===== config.mk =====
export PLATFORM = sky130hd
export DESIGN_NAME = ysyx_22040175_lsu
export DESIGN_NICKNAME = d
export VERILOG_FILES = /design/src/rtl/ysyx_22040175_lsu_pkg.sv /design/src/rtl/ysyx_22040175_lsu_align.sv /design/src/rtl/ysyx_22040175_lsu.sv
export SDC_FILE = /design/constraint.sdc
export NUM_CORES = 1
export LEC_CHECK = 0
export ABC_CLOCK_PERIOD_IN_PS = 8600
export CORE_MARGIN = 4
export CORE_UTILIZATION = 46
export CTS_CLUSTER_DIAMETER = 150
export DETAILED_ROUTE_END_ITERATION = 8
export PLACE_DENSITY = 0.88
export SYNTH_ARGS = -nofsm -noshare
export SYNTH_HDL_FRONTEND = slang
export SYNTH_SLANG_ARGS = --single-unit

===== constraint.sdc =====
create_clock -name clk -period 8.6 [get_ports clk]
set_input_delay 0.86 -clock clk [delete_from_list [all_inputs] [get_ports clk]]
set_output_delay 0.86 -clock clk [all_outputs]
set_load 0.03 [all_outputs]

===== src/rtl/ysyx_22040175_lsu_pkg.sv =====
// Shared types and constants for the load/store unit: funct3 width codes,
// FSM state encoding and the base byte-enable pattern per access size.
package ysyx_22040175_lsu_pkg;

  localparam int unsigned CPU_WIDTH = 64;
  localparam int unsigned MASK_W    = 8;
  localparam int unsigned OFF_W     = 3;
  localparam int unsigned RD_W      = 5;

  localparam logic [2:0] F3_B  = 3'b000;
  localparam logic [2:0] F3_H  = 3'b001;
  localparam logic [2:0] F3_W  = 3'b010;
  localparam logic [2:0] F3_D  = 3'b011;
  localparam logic [2:0] F3_BU = 3'b100;
  localparam logic [2:0] F3_HU = 3'b101;
  localparam logic [2:0] F3_WU = 3'b110;

  typedef enum logic [1:0] {
    LSU_IDLE,
    LSU_REQ,
    LSU_WAIT,
    LSU_DONE
  } lsu_state_e;

  // Unshifted byte enables for an access of 1, 2, 4 or 8 bytes.
  function automatic logic [MASK_W-1:0] size_mask(input logic [1:0] size);
    case (size)
      2'b00:   size_mask = 8'h01;
      2'b01:   size_mask = 8'h03;
      2'b10:   size_mask = 8'h0F;
      default: size_mask = 8'hFF;
    endcase
  endfunction

endpackage


===== src/rtl/ysyx_22040175_lsu_align.sv =====
// Combinational byte-lane alignment: store mask/data placement, load
// extraction with sign/zero extension, and natural-alignment check.
module ysyx_22040175_lsu_align
  import ysyx_22040175_lsu_pkg::*;
#(
  parameter int unsigned DATA_W = CPU_WIDTH
) (
  input  logic [2:0]        funct3,
  input  logic [OFF_W-1:0]  off,
  input  logic [DATA_W-1:0] wdata,
  input  logic [DATA_W-1:0] rdata,
  output logic [MASK_W-1:0] wmask_c,
  output logic [DATA_W-1:0] wdata_c,
  output logic [DATA_W-1:0] rdata_c,
  output logic              misalign_c
);

  logic [5:0]        sh;
  logic [DATA_W-1:0] rsh;

  assign sh      = {off, 3'b000};
  assign wmask_c = MASK_W'(size_mask(funct3[1:0]) << off);
  assign wdata_c = wdata << sh;
  assign rsh     = rdata >> sh;

  always_comb begin
    misalign_c = 1'b0;
    case (funct3[1:0])
      2'b01:   misalign_c = off[0];
      2'b10:   misalign_c = |off[1:0];
      2'b11:   misalign_c = |off;
      default: misalign_c = 1'b0;
    endcase
  end

  always_comb begin
    rdata_c = '0;
    case (funct3)
      F3_B:    rdata_c = {{(DATA_W-8){rsh[7]}}, rsh[7:0]};
      F3_H:    rdata_c = {{(DATA_W-16){rsh[15]}}, rsh[15:0]};
      F3_W:    rdata_c = {{(DATA_W-32){rsh[31]}}, rsh[31:0]};
      F3_D:    rdata_c = rsh;
      F3_BU:   rdata_c = DATA_W'(rsh[7:0]);
      F3_HU:   rdata_c = DATA_W'(rsh[15:0]);
      F3_WU:   rdata_c = DATA_W'(rsh[31:0]);
      default: rdata_c = '0;
    endcase
  end

endmodule


===== src/rtl/ysyx_22040175_lsu.sv =====
// Multi-cycle load/store unit: one aligned 64-bit valid/ready bus transaction
// per memory op, results handed to write-back through a valid/ready port.
module ysyx_22040175_lsu
  import ysyx_22040175_lsu_pkg::*;
#(
  parameter int unsigned ADDR_W = CPU_WIDTH,
  parameter int unsigned DATA_W = CPU_WIDTH
) (
  input  logic              clk,
  input  logic              rst,
  input  logic              ex_valid,
  output logic              ex_ready,
  input  logic              ex_ren,
  input  logic              ex_wen,
  input  logic [2:0]        ex_funct3,
  input  logic [ADDR_W-1:0] ex_addr,
  input  logic [DATA_W-1:0] ex_wdata,
  input  logic [RD_W-1:0]   ex_rd,
  output logic              mem_req_valid,
  input  logic              mem_req_ready,
  output logic              mem_req_we,
  output logic [ADDR_W-1:0] mem_req_addr,
  output logic [DATA_W-1:0] mem_req_wdata,
  output logic [MASK_W-1:0] mem_req_wmask,
  input  logic              mem_resp_valid,
  input  logic [DATA_W-1:0] mem_resp_rdata,
  output logic              wb_valid,
  input  logic              wb_ready,
  output logic              wb_wen,
  output logic [RD_W-1:0]   wb_rd,
  output logic [DATA_W-1:0] wb_rdata,
  output logic              wb_err
);

  lsu_state_e        state_q, state_d;
  logic [2:0]        f3_q, f3_d;
  logic [OFF_W-1:0]  off_q, off_d;
  logic              load_q, load_d;
  logic              ex_ready_d, req_valid_d, req_we_d;
  logic [ADDR_W-1:0] req_addr_d;
  logic [DATA_W-1:0] req_wdata_d;
  logic [MASK_W-1:0] req_wmask_d;
  logic              wb_valid_d, wb_wen_d, wb_err_d;
  logic [RD_W-1:0]   wb_rd_d;
  logic [DATA_W-1:0] wb_rdata_d;

  logic [2:0]        al_f3;
  logic [OFF_W-1:0]  al_off;
  logic [MASK_W-1:0] al_wmask;
  logic [DATA_W-1:0] al_wdata, al_rdata;
  logic              al_misalign;
  logic              illegal_c;

  // In IDLE the aligner decodes the incoming op; afterwards the latched one.
  assign al_f3  = (state_q == LSU_IDLE) ? ex_funct3 : f3_q;
  assign al_off = (state_q == LSU_IDLE) ? ex_addr[OFF_W-1:0] : off_q;

  ysyx_22040175_lsu_align #(.DATA_W(DATA_W)) u_align (
    .funct3     (al_f3),
    .off        (al_off),
    .wdata      (ex_wdata),
    .rdata      (mem_resp_rdata),
    .wmask_c    (al_wmask),
    .wdata_c    (al_wdata),
    .rdata_c    (al_rdata),
    .misalign_c (al_misalign)
  );

  assign illegal_c = (ex_ren || ex_wen) &&
                     (al_misalign || (ex_ren && ex_wen) ||
                      (ex_wen && ex_funct3[2]) || (ex_ren && ex_funct3 == 3'b111));

  always_comb begin
    state_d     = state_q;
    f3_d        = f3_q;
    off_d       = off_q;
    load_d      = load_q;
    ex_ready_d  = ex_ready;
    req_valid_d = mem_req_valid;
    req_we_d    = mem_req_we;
    req_addr_d  = mem_req_addr;
    req_wdata_d = mem_req_wdata;
    req_wmask_d = mem_req_wmask;
    wb_valid_d  = wb_valid;
    wb_wen_d    = wb_wen;
    wb_err_d    = wb_err;
    wb_rd_d     = wb_rd;
    wb_rdata_d  = wb_rdata;
    case (state_q)
      LSU_IDLE: begin
        if (ex_valid) begin
          ex_ready_d = 1'b0;
          f3_d       = ex_funct3;
          off_d      = ex_addr[OFF_W-1:0];
          load_d     = ex_ren;
          wb_rd_d    = ex_rd;
          wb_rdata_d = '0;
          wb_wen_d   = 1'b0;
          wb_err_d   = illegal_c;
          if (illegal_c || (!ex_ren && !ex_wen)) begin
            wb_valid_d = 1'b1;
            state_d    = LSU_DONE;
          end else begin
            req_valid_d = 1'b1;
            req_we_d    = ex_wen;
            req_addr_d  = {ex_addr[ADDR_W-1:OFF_W], OFF_W'(0)};
            req_wdata_d = ex_wen ? al_wdata : '0;
            req_wmask_d = ex_wen ? al_wmask : '0;
            state_d     = LSU_REQ;
          end
        end
      end
      LSU_REQ: begin
        if (mem_req_ready) begin
          req_valid_d = 1'b0;
          state_d     = LSU_WAIT;
        end
      end
      LSU_WAIT: begin
        if (mem_resp_valid) begin
          if (load_q) begin
            wb_rdata_d = al_rdata;
            wb_wen_d   = 1'b1;
          end
          wb_valid_d = 1'b1;
          state_d    = LSU_DONE;
        end
      end
      LSU_DONE: begin
        if (wb_ready) begin
          wb_valid_d = 1'b0;
          ex_ready_d = 1'b1;
          state_d    = LSU_IDLE;
        end
      end
      default: state_d = LSU_IDLE;
    endcase
  end

  always_ff @(posedge clk or posedge rst) begin
    if (rst) begin
      state_q       <= LSU_IDLE;
      f3_q          <= '0;
      off_q         <= '0;
      load_q        <= 1'b0;
      ex_ready      <= 1'b1;
      mem_req_valid <= 1'b0;
      mem_req_we    <= 1'b0;
      mem_req_addr  <= '0;
      mem_req_wdata <= '0;
      mem_req_wmask <= '0;
      wb_valid      <= 1'b0;
      wb_wen        <= 1'b0;
      wb_err        <= 1'b0;
      wb_rd         <= '0;
      wb_rdata      <= '0;
    end else begin
      state_q       <= state_d;
      f3_q          <= f3_d;
      off_q         <= off_d;
      load_q        <= load_d;
      ex_ready      <= ex_ready_d;
      mem_req_valid <= req_valid_d;
      mem_req_we    <= req_we_d;
      mem_req_addr  <= req_addr_d;
      mem_req_wdata <= req_wdata_d;
      mem_req_wmask <= req_wmask_d;
      wb_valid      <= wb_valid_d;
      wb_wen        <= wb_wen_d;
      wb_err        <= wb_err_d;
      wb_rd         <= wb_rd_d;
      wb_rdata      <= wb_rdata_d;
    end
  end

endmodule


==> summary.md <==
| Metric | Value |
|---|---|
| Status | `complete, no violations` |
| GRT Overall Usage | `32.0%` |
| First-pass GRT wire length | `72200 µm` |
| Peak supply drop | `0.330 mV` |
| Max Cap Viol | `0` |
| Post-Place Setup Slack | `3.64 ns` |
| Power per cell area | `415 mW/mm²` |
| Post-DP Area | `0.0162 mm²` |
| Hold depth | `2` |
| Largest net degree at the start of global routing | `128` |
| RD Place Congestion | `0.928` |
| Post-CTS setup buffer count | `0` |
| Clk_lat worst skew | `0.52 ns` |
| Crit path kind | `reg -> reg` |
| Std cell rows | `slightly below 60` |
| Hold-fix buffers at CTS | `0` |
| Clk slew on worst S/H paths | `0.06 ns` |
| R2R Path Start | `state_q[0]` |
| Crit-path max cell delay | `0.88 ns` |
| Netlist cell types | `64` |
| Leak pwr | `7.73 nW` |
| Max stage delay cell, worst path | `nand2_1` |
| Total Neg Setup Slack | `0 ns` |
| Final number of hold-violating endpoints | `0` |
| FFs w/ async S/R, synth | `between 90% and 100%` |
| Drt initial violations | `about 1.4k` |
| Design Area, Final | `0.0170 mm²` |
| Hold WC Path Type | `reg -> reg` |
| Layout Nets | `1941` |
| Critical Path Sink Type | `flip-flop` |
| Crit path arrival time | `roughly 5.1 ns` |
| CORE AREA | `0.0254 mm²` |
| Sink Count | `217` |
| Crit path max-delay family | `compound AO/OA/AOI/OAI gates` |
| Fin crit period | `4.64 ns` |
| CTS Buf Count | `24` |
| Main flop type after synthesis | `dfrtp_1` |
| Crit Path Max Fanout | `84` |
| RSZ-0062 raised after global routing | `no` |
| Fill count | `1985` |
| Synth Register Bits | `217` |
| Post-DR wirelength/cell | `23.0 µm` |
| CP Launch Type | `flip-flop` |
| Max clock buf depth | `3` |
| Layout cells sized above 1 | `6.82%` |
| H-tree lvl count | `1` |
| Via count | `12.5k` |
| I/O Buffers | `415` |
| Final Util | `67.1%` |
| Register area | `0.00543 mm²` |
| Critical Path, Cell by Cell | `inv_1 -> ha_1 -> mux2_2 -> buf_4 -> nand2_1 -> o32ai_1 -> nor2_1 -> a2111oi_4 -> a211o_1` |
| Syn Area/Cell | `about 8.7 µm²` |
| Initial antenna violation count | `2` |
| Total grt overflow | `0` |
| Yosys warns | `0` |
| CTS tree | `yes` |
| Fmax | `0.215 GHz` |
| Worst rel slew slack | `14.4%` |
| Worst Reg2Reg Path Length in Cells | `9` |
| Initial Utilization | `47.1%` |
| Slew @ Worst Pin | `1.28 ns` |
| Root buffer cell | `clkbuf_16` |
| Mapped Area | `~0.012 mm²` |
| Total wire length | `47800 µm` |
| Number of synthesized flops with an enable pin | `0` |
| CP Buf/Inv Count | `2` |
| Crit. path cell count | `9` |
| PostCTS Resize Cnt | `0` |
| Vias in the first global route | `12.5k` |
| DP HPWL | `34700 µm` |
| Setup Skew | `0.0160 ns` |
| Synthesized instance count | `1377` |
| Final ANT Viol Nets | `0` |
| Via-to-Cell Ratio | `6.02` |
| Final setup margin | `3.96 ns` |
| Final period util | `54.0%` |
| Sequential element share of the synthesized area | `45.4%` |
| Final hold slack | `0.464 ns` |
| Crit path from | `state_q[0]` |
| Ports | `~420` |
| CP Data Required Time | `between 9 and 10 ns` |
| Drt drc | `0` |
| Setup violators final | `0` |
| Die ar. | `0.0286 mm²` |
| Die Y | `roughly 170 µm` |
| DR pass1 iterations | `8` |
| Area Overhead vs Synth | `42.4%` |
| Final slew viol count | `0` |
| Chip width | `169 µm` |
| HP Start | `mem_req_wdata[4]` |
| Footprint of the multi-input gates | `0.00605 mm²` |
-- power by group --
group / internal, mW / switching [mW] / total, mW
Clock: 0.632 / 0.428 / 1.06
Combinational: 1.60 / 2.75 / 4.35
Sequential: 1.40 / 0.259 / 1.66
Total: 3.64 / 3.44 / 7.08
-- sequential cells by signal (all words and copies together) (netlist names), 2 cells and up --
name	count
f3_q	3
wb_rdata	64
mem_req_wdata	64
state_q	2
off_q	3
mem_req_wmask	8
mem_req_addr	61
wb_rd	5
-- worst register-to-register path, stage by stage (launching register included) --
cell       delay [ns]
dfrtp_1          0.42
inv_1            0.09
ha_1             0.45
mux2_2           0.25
buf_4            0.76
nand2_1          0.90
o32ai_1          0.45
nor2_1           0.17
a2111oi_4        0.88
a211o_1          0.19
-- per-stage QoR --
step	instances	power [mW]
after floorplan	1379	4.43
after global placement	2033	5.87
after detailed placement	2033	5.96
after CTS	2076	7.04
after global routing	2078	7.44
final	2078	7.08
-- cells in the final DEF, fill, tap and decap left out, drive strengths merged, types with 3 or more instances in the layout --
cell type and n:
a211o 26, a211oi 3, a21boi 4, a21oi 49, a221o 16, a22o 7, a22oi 13, a31oi 33
and2 11, and3 15, buf 17, clkbuf 34, clkdlybuf4s50 415, clkinv 6, conb 3, dfrtp 216
ha 4, inv 9, mux2 30, mux2i 61, mux4 8, nand2 450, nand3 89, nand3b 3
nand4 9, nor2 68, nor3 11, o21ai 39, o221ai 6, o22a 4, o22ai 5, o2bb2ai 7
o31ai 36, o32a 7, o41ai 6
-- per-layer routing --
metal  up-vias  GRT usage [%]  share of wire, %
met1      5924           37.3                35
met2       867           55.6                49
li1       5532              -                 -
met4         0           15.2               5.9
met5         -              0                 0
met3       177           7.57                11
-- worst paths after layout --
check	to	slack, ns
setup / recovery	wb_rdata[18]	3.96
hold / removal	mem_req_wdata[4]	0.46
setup reg to reg	wb_rdata[18]	3.96
hold reg to reg	mem_req_wdata[4]	0.46
max in group asynchronous	wb_rdata[51]	6.28
min in group asynchronous	mem_req_addr[33]	0.80
-- cells by family after synthesis --
| group | share of synthesized area, % |
|---|---|
| AOI/OAI and AO/OA | 17.2 |
| adders and majority gates | 0.419 |
| buffers and inverters | 4.40 |
| DFF | 45.4 |
| muxes | 9.53 |
| other | 0.0314 |
| and+or+nand+nor | 23.0 |
-- final cells by class --
cell class              count  area share, %
diodes                      2         0.0294
clock buffers              34           4.17
clock inverters             9          0.573
inverters                   9          0.242
multi-input cells        1045           35.5
flip-flops and latches    217           31.9
well taps                 330           2.42
repair buffers            432           25.1
-- synth_stat cells, types with 4 or more instances --
cell       count  area (µm²)
a211o_1       26         228
a21boi_0       4        30.0
a21oi_1       48         240
a221o_1       16         160
a22o_1         7        61.3
a22oi_1       13        97.6
a31oi_1       32         200
and2_1        11        68.8
and3_1        15        93.8
buf_1         14        52.6
buf_2         30         150
buf_6          5        56.3
clkbuf_1      56         210
dfrtp_1      216        5410
ha_1           4        50.1
inv_1          9        33.8
mux2_2        29         327
mux2i_1       59         591
mux4_2         8         180
nand2_1      450        1690
nand3_1       89         445
nand4_1        9        56.3
nor2_1        68         255
nor3_1        11        55.1
o21ai_0       35         175
o221ai_1       6        52.6
o22a_1         4        35.0
o22ai_1        5        31.3
o2bb2ai_1      7        61.3
o31ai_1       36         270
o32a_1         7        70.1
No activity file was read; power rests on OpenSTA's default activity.
